File: src/rtl/hazard_stall_controller_pkg.sv
// Shared definitions for the hazard/stall controller.
//   state_e        : FSM encoding (RUN, MC_BUSY)
//   MC_LATENCY_DEF : default multi-cycle op occupancy of EX, in cycles
//   REG_X0         : architectural zero register index
package hazard_stall_controller_pkg;

  typedef enum logic {
    RUN     = 1'b0,
    MC_BUSY = 1'b1
  } state_e;

  localparam int         MC_LATENCY_DEF = 4;
  localparam logic [4:0] REG_X0         = 5'd0;

endpackage

File: src/rtl/hazard_stall_controller_load_use_detect.sv
// Combinational load-use hazard comparator.
//   rs1_i/rs2_i        : source registers of the ID instruction
//   uses_rs1_i/rs2_i   : ID instruction really reads that source
//   rd_i, mem_read_i   : destination / load flag of the EX instruction
//   hazard_o           : forwarding cannot cover this, a stall is needed
module load_use_detect
  import hazard_stall_controller_pkg::*;
(
  input  logic [4:0] rs1_i,
  input  logic [4:0] rs2_i,
  input  logic       uses_rs1_i,
  input  logic       uses_rs2_i,
  input  logic [4:0] rd_i,
  input  logic       mem_read_i,
  output logic       hazard_o
);

  logic match1, match2;

  assign match1   = uses_rs1_i && (rs1_i == rd_i);
  assign match2   = uses_rs2_i && (rs2_i == rd_i);
  // x0 is never a real producer, so a load targeting it cannot create a hazard
  assign hazard_o = mem_read_i && (rd_i != REG_X0) && (match1 || match2);

endmodule

File: src/rtl/hazard_stall_controller.sv
// Pipeline sequencing controller for the 5-stage core.
// Inputs : ID source regs/uses, EX rd/load flag, branch-taken, multi-cycle start.
// Outputs: PC/IF_ID/ID_EX write enables, IF_ID flush, ID_EX/EX_MEM bubbles,
//          Busy (FSM in MC_BUSY), saturating StallCount and FlushCount.
// Control outputs are Mealy; state, cnt and counters are registered.
module hazard_stall_controller
  import hazard_stall_controller_pkg::*;
#(
  parameter int MC_LATENCY = MC_LATENCY_DEF,
  parameter int CNT_WIDTH  = 32
) (
  input  logic                 clk,
  input  logic                 reset,
  input  logic [4:0]           IF_ID_RegisterRs1,
  input  logic [4:0]           IF_ID_RegisterRs2,
  input  logic                 IF_ID_UsesRs1,
  input  logic                 IF_ID_UsesRs2,
  input  logic [4:0]           ID_EX_RegisterRd,
  input  logic                 ID_EX_MemRead,
  input  logic                 EX_BranchTaken,
  input  logic                 EX_MultiCycleStart,
  output logic                 PCWrite,
  output logic                 IF_ID_Write,
  output logic                 IF_ID_Flush,
  output logic                 ID_EX_Write,
  output logic                 ID_EX_Bubble,
  output logic                 EX_MEM_Bubble,
  output logic                 Busy,
  output logic [CNT_WIDTH-1:0] StallCount,
  output logic [CNT_WIDTH-1:0] FlushCount
);

  localparam int CW = $clog2(MC_LATENCY);

  state_e               state_q, state_d;
  logic [CW-1:0]        cnt_q, cnt_d;
  logic [CNT_WIDTH-1:0] stall_cnt_q, stall_cnt_d;
  logic [CNT_WIDTH-1:0] flush_cnt_q, flush_cnt_d;
  logic                 load_use;
  logic                 flush_evt;

  load_use_detect u_lud (
    .rs1_i      (IF_ID_RegisterRs1),
    .rs2_i      (IF_ID_RegisterRs2),
    .uses_rs1_i (IF_ID_UsesRs1),
    .uses_rs2_i (IF_ID_UsesRs2),
    .rd_i       (ID_EX_RegisterRd),
    .mem_read_i (ID_EX_MemRead),
    .hazard_o   (load_use)
  );

  always_comb begin
    state_d       = state_q;
    cnt_d         = cnt_q;
    PCWrite       = 1'b1;
    IF_ID_Write   = 1'b1;
    IF_ID_Flush   = 1'b0;
    ID_EX_Write   = 1'b1;
    ID_EX_Bubble  = 1'b0;
    EX_MEM_Bubble = 1'b0;
    flush_evt     = 1'b0;
    // reset overrides the decode so outputs go to defaults in the same cycle
    if (!reset) begin
      unique case (state_q)
        RUN: begin
          if (EX_BranchTaken) begin
            // younger instructions are squashed, so any load-use is moot
            IF_ID_Flush  = 1'b1;
            ID_EX_Bubble = 1'b1;
            flush_evt    = 1'b1;
          end else if (EX_MultiCycleStart) begin
            PCWrite       = 1'b0;
            IF_ID_Write   = 1'b0;
            ID_EX_Write   = 1'b0;
            EX_MEM_Bubble = 1'b1;
            state_d       = MC_BUSY;
            cnt_d         = CW'(MC_LATENCY - 2);
          end else if (load_use) begin
            PCWrite      = 1'b0;
            IF_ID_Write  = 1'b0;
            ID_EX_Bubble = 1'b1;
          end
        end
        MC_BUSY: begin
          if (cnt_q != '0) begin
            PCWrite       = 1'b0;
            IF_ID_Write   = 1'b0;
            ID_EX_Write   = 1'b0;
            EX_MEM_Bubble = 1'b1;
            cnt_d         = cnt_q - 1'b1;
          end else begin
            // final EX cycle of the op: release the pipeline
            state_d = RUN;
          end
        end
        default: state_d = RUN;
      endcase
    end
  end

  always_comb begin
    stall_cnt_d = stall_cnt_q;
    flush_cnt_d = flush_cnt_q;
    if (!PCWrite && (stall_cnt_q != '1)) stall_cnt_d = stall_cnt_q + 1'b1;
    if (flush_evt && (flush_cnt_q != '1)) flush_cnt_d = flush_cnt_q + 1'b1;
  end

  always_ff @(posedge clk or posedge reset) begin
    if (reset) begin
      state_q     <= RUN;
      cnt_q       <= '0;
      stall_cnt_q <= '0;
      flush_cnt_q <= '0;
    end else begin
      state_q     <= state_d;
      cnt_q       <= cnt_d;
      stall_cnt_q <= stall_cnt_d;
      flush_cnt_q <= flush_cnt_d;
    end
  end

  assign Busy       = (state_q == MC_BUSY) && !reset;
  assign StallCount = stall_cnt_q;
  assign FlushCount = flush_cnt_q;

endmodule

File: config.mk
export PLATFORM = sky130hd
export DESIGN_NAME = hazard_stall_controller
export DESIGN_NICKNAME = d
export VERILOG_FILES = /design/src/rtl/hazard_stall_controller_pkg.sv /design/src/rtl/hazard_stall_controller_load_use_detect.sv /design/src/rtl/hazard_stall_controller.sv
export SDC_FILE = /design/constraint.sdc
export NUM_CORES = 1
export LEC_CHECK = 0
export ABC_AREA = 1
export CORE_MARGIN = 2
export CORE_UTILIZATION = 40
export DETAILED_ROUTE_END_ITERATION = 12
export GPL_TIMING_DRIVEN = 0
export PLACE_DENSITY = 0.71
export SYNTH_ARGS = -nofsm -noshare
export SYNTH_HDL_FRONTEND = slang
export SYNTH_SLANG_ARGS = --single-unit
File: constraint.sdc
create_clock -name clk -period 3.8 [get_ports clk]
set_clock_uncertainty 0.05 [all_clocks]
set_input_delay 0.76 -clock clk [delete_from_list [all_inputs] [get_ports clk]]
set_output_delay 0.76 -clock clk [all_outputs]
set_load 0.01 [all_outputs]
==> results.md <==
* Highest Clock Rate at 0.2757 GHz
* Critical path, cell by cell: clkdlybuf4s50_1 > inv_1 > nand2_1 > nand2_1 > nor2_1 > nand3_1 > nand2_1 > nand2_1 > nand2_4 > buf_4 > nand2_1 > buf_4 > clkdlybuf4s50_1
* Antenna cell count at 0
* Die Area at 12,350 µm²
* Routed WL per cell at 13.67 µm
* Pin count of the biggest net entering global routing at 40
* Hold/Removal Path Class: flip-flop to flip-flop
* CP top delay family: buffers and inverters
* TritonCTS clock tree: done
* Sinks on the clock net at 67
* Crit-path max cell delay at 0.52 ns
* Total GRT Usage at 0.2155
* Final period utilization at 0.9545
* Fill cell total of the finished layout at 1,108
* Worst hold margin at 0.4690 ns
* CP max FO at 10
* Master cell of the clock root buffer: clkbuf_16
* Detailed-route DRC error count at 0
* Initial standard-cell utilization of the core at 0.4055
* Total setup violations reported at the end of the flow at 0
* Netlist Area Pre-Place at 4591 µm²
* Via count of the first global-routing pass at 4,583
* Post-synth cell types at 26
* TNS Setup at 0 ns
* Global-route wire length before repair at 21.83 mm
* Cell repeated most along the worst path: nand2_1
* Number of clock buffers inserted by TritonCTS at 9
* CTS clock-pin slew for the worst setup and hold paths at 0.05 ns
* Total net switching power at 690.9 µW
* Normalized max-slew margin at 0.4928
* Internal power at 1485 µW
* Overall routed net length at 12.92 mm
* CTS Buffer Depth at 2
* CP required at 2.99 ns
* Synthesized instance count at 692
* Core footprint at 11,320 µm²
* Placed wire-length estimate at 9.812 mm
* CP arrival at 2.82 ns
* Leakage dissipation at 0.002758 µW
* X dimension of the die at 111.1 µm
* Share of post-route cells with drive strength above 1 at 0.06983
* Final-report max-slew violation count at 0
* #FFs+latches synth at 67
* Post-synthesis to final-layout area growth at 30.85%
* Result of the run: complete, no violations
* Worst supply voltage drop on vdd at 0.2847 mV
* Synthesized area per cell at 6.634 µm²
* Worst setup path class: primary input to primary output
* Proportion of power drawn by the clock network at 0.350
* Count of max-cap constraint violations at 0
* Port Buf Inserts at 92
* Initial DRC count at 247
* Register area share after synthesis at 0.3652
* Part of the total power dissipated in sequential elements at 0.406
* Initial DRT Pass Iterations at 5
* Routability congestion estimate at 0.9828
* Number of antenna violations at the first check in global routing at 0
* Gate power share at 0.244
* Number of top-level pins at 93
* Yosys warnings at 0
* # rows at 39
* Setup repair after global routing missed its margin: false
* Final net count at 823
* Crit end category: primary output
* Switching part of the total power at 0.3175
* Kind of start point of the critical path: primary input
* Final Hold Vio Count at 0
* Later-pin clock latency in the skew report at 0.33 ns
* Number of routed nets with antenna violations at 0
* Die boundary height at 111.1 µm
* CTS HTree Levels at 3
* Routed via count divided by cell count at 5.036
* Total power per unit cell area at 362.3 nW/µm²
* Number of nets in the synthesized netlist at 717
* Worst Path Buf+Inv at 5
* Residual overflow from global routing at 0
* Total number of vias at 4,759
* Slowest cell on the critical path: clkdlybuf4s50_1
* Worst slew pin tran at 0.7567 ns
* Final min period at 3.627 ns
==> final timing paths <==
kind	from	end	slack, ns	cells past startpoint
hold / removal	FlushCount[18]	FlushCount[18]	0.47	1
min in group asynchronous	reset	FlushCount[30]	0.59	3
setup reg to reg	StallCount[0]	StallCount[27]	1.73	10
max in group asynchronous	reset	StallCount[21]	2.63	4
setup / recovery	ID_EX_RegisterRd[4]	PCWrite	0.17	13
hold reg to reg	FlushCount[18]	FlushCount[18]	0.47	1
==> sequential cells by signal, indices dropped and copies added (netlist names) <==
name        count
FlushCount     32
StallCount     32
state_q         1
cnt_q           2
==> per-layer routing <==
layer | GRT usage | part of all wire | up-vias
li1 | - | - | 2394
met1 | 0.2627 | 0.42 | 2197
met2 | 0.3808 | 0.50 | 151
met3 | 0.03991 | 0.053 | 17
met4 | 0.07819 | 0.019 | 0
met5 | 0 | 0 | -
==> cells in the mapped netlist <==
cell	count	area (µm²)
nand2_1	307	1152
nor2_1	94	352.8
dfrtp_1	67	1677
inv_1	47	176.4
nand4_1	38	237.7
xor2_1	28	245.2
nand3b_1	19	142.6
nand3_1	16	80.08
nor3_1	13	65.06
o21ai_0	9	45.04
xnor2_1	9	78.83
nand2_2	7	43.79
buf_2	6	30.03
buf_6	5	56.30
nor2_2	5	31.28
clkbuf_1	3	11.26
ha_1	3	37.54
inv_2	3	11.26
nand3_2	3	30.03
nor2_4	3	33.78
buf_4	2	15.01
a21oi_1	1	5.000
a22oi_1	1	7.510
clkinv_1	1	3.750
nand2_4	1	11.26
nor3_2	1	10.01
==> cell type report <==
class / count / area, µm² / share of cell area
multi-input cells: 558 / 2615 / 0.4353
flip-flops and latches: 67 / 1677 / 0.2791
repair buffers: 94 / 950.9 / 0.1583
well taps: 143 / 178.9 / 0.02979
clock buffers: 10 / 239.0 / 0.03978
repair inverters: 1 / 5.005 / 0.0008332
plain buffers: 16 / 115.1 / 0.01916
inverters: 51 / 196.4 / 0.03270
clock inverters: 5 / 30.03 / 0.004999
==> through the flow <==
stage          setup slack [ns]  total power [µW]  utilization  cells  instance area [µm²]
2_1_floorplan            0.1564              1163            -    692                 4594
3_3_place_gp             -1.661              1402       0.5030    927                 5694
3_5_place_dp            -0.7864              1424       0.5048    928                 5714
4_1_cts                 0.04132              2196       0.5297    945                 5997
5_1_grt                0.003627              2294       0.5306    945                 6007
6_report                 0.1729              2176       0.5306    945                 6007
==> cells in the final DEF, fill, tap and decap left out, types with 4 or more instances in the layout <==
cell type          n
nand2_2            6
buf_2              5
o21ai_0            9
nand4_1           38
clkdlybuf4s50_1   91
clkinv_2           4
nand2_1          307
buf_4              4
inv_1             46
nand3b_1          19
xor2_1            28
buf_6              5
nand3_1           16
nor2_1            94
xnor2_1            9
clkbuf_16          9
nor3_1            13
dfrtp_1           67
nor2_2             5
==> worst reg2reg max path, delay by kind of cell (launching register included) <==
family        cells  cell delay, ns
fa+ha+maj         1            0.32
simple gates      7            0.87
flops             1            0.47
buf+inv           2            0.28
==> power groups by stage <==
| stage | clock (µW) | sequential [µW] | combinational, µW |
|---|---|---|---|
| after detailed placement | 0 | 894 | 531 |
| final | 762 | 883 | 531 |
| after global placement | 0 | 891 | 511 |
| after CTS | 778 | 883 | 536 |
| after floorplan | 0 | 900 | 262 |
| after global routing | 807 | 899 | 588 |
==> repair_timing <==
action                     in CTS  in global routing
gates cloned                    1                  0
gates resized for setup         1                  4
pin swaps                       0                  0
hold buffers                    0                  0
setup buffers                   1                  0
setup endpoints to repair       4                  2
==> logic make-up (layout without fill, tap and decap cells) <==
kind of cell,after synthesis,count (layout),synth area share
and+or+nand+nor,507,507,0.4772
DFF,67,67,0.3652
buffers and inverters,67,177,0.06623
xor gates and xnor gates,37,37,0.07059
AOI/OAI and AO/OA,11,11,0.01254
adders and majority gates,3,3,0.008177
Note: power is estimated with default switching activity, not from simulation.
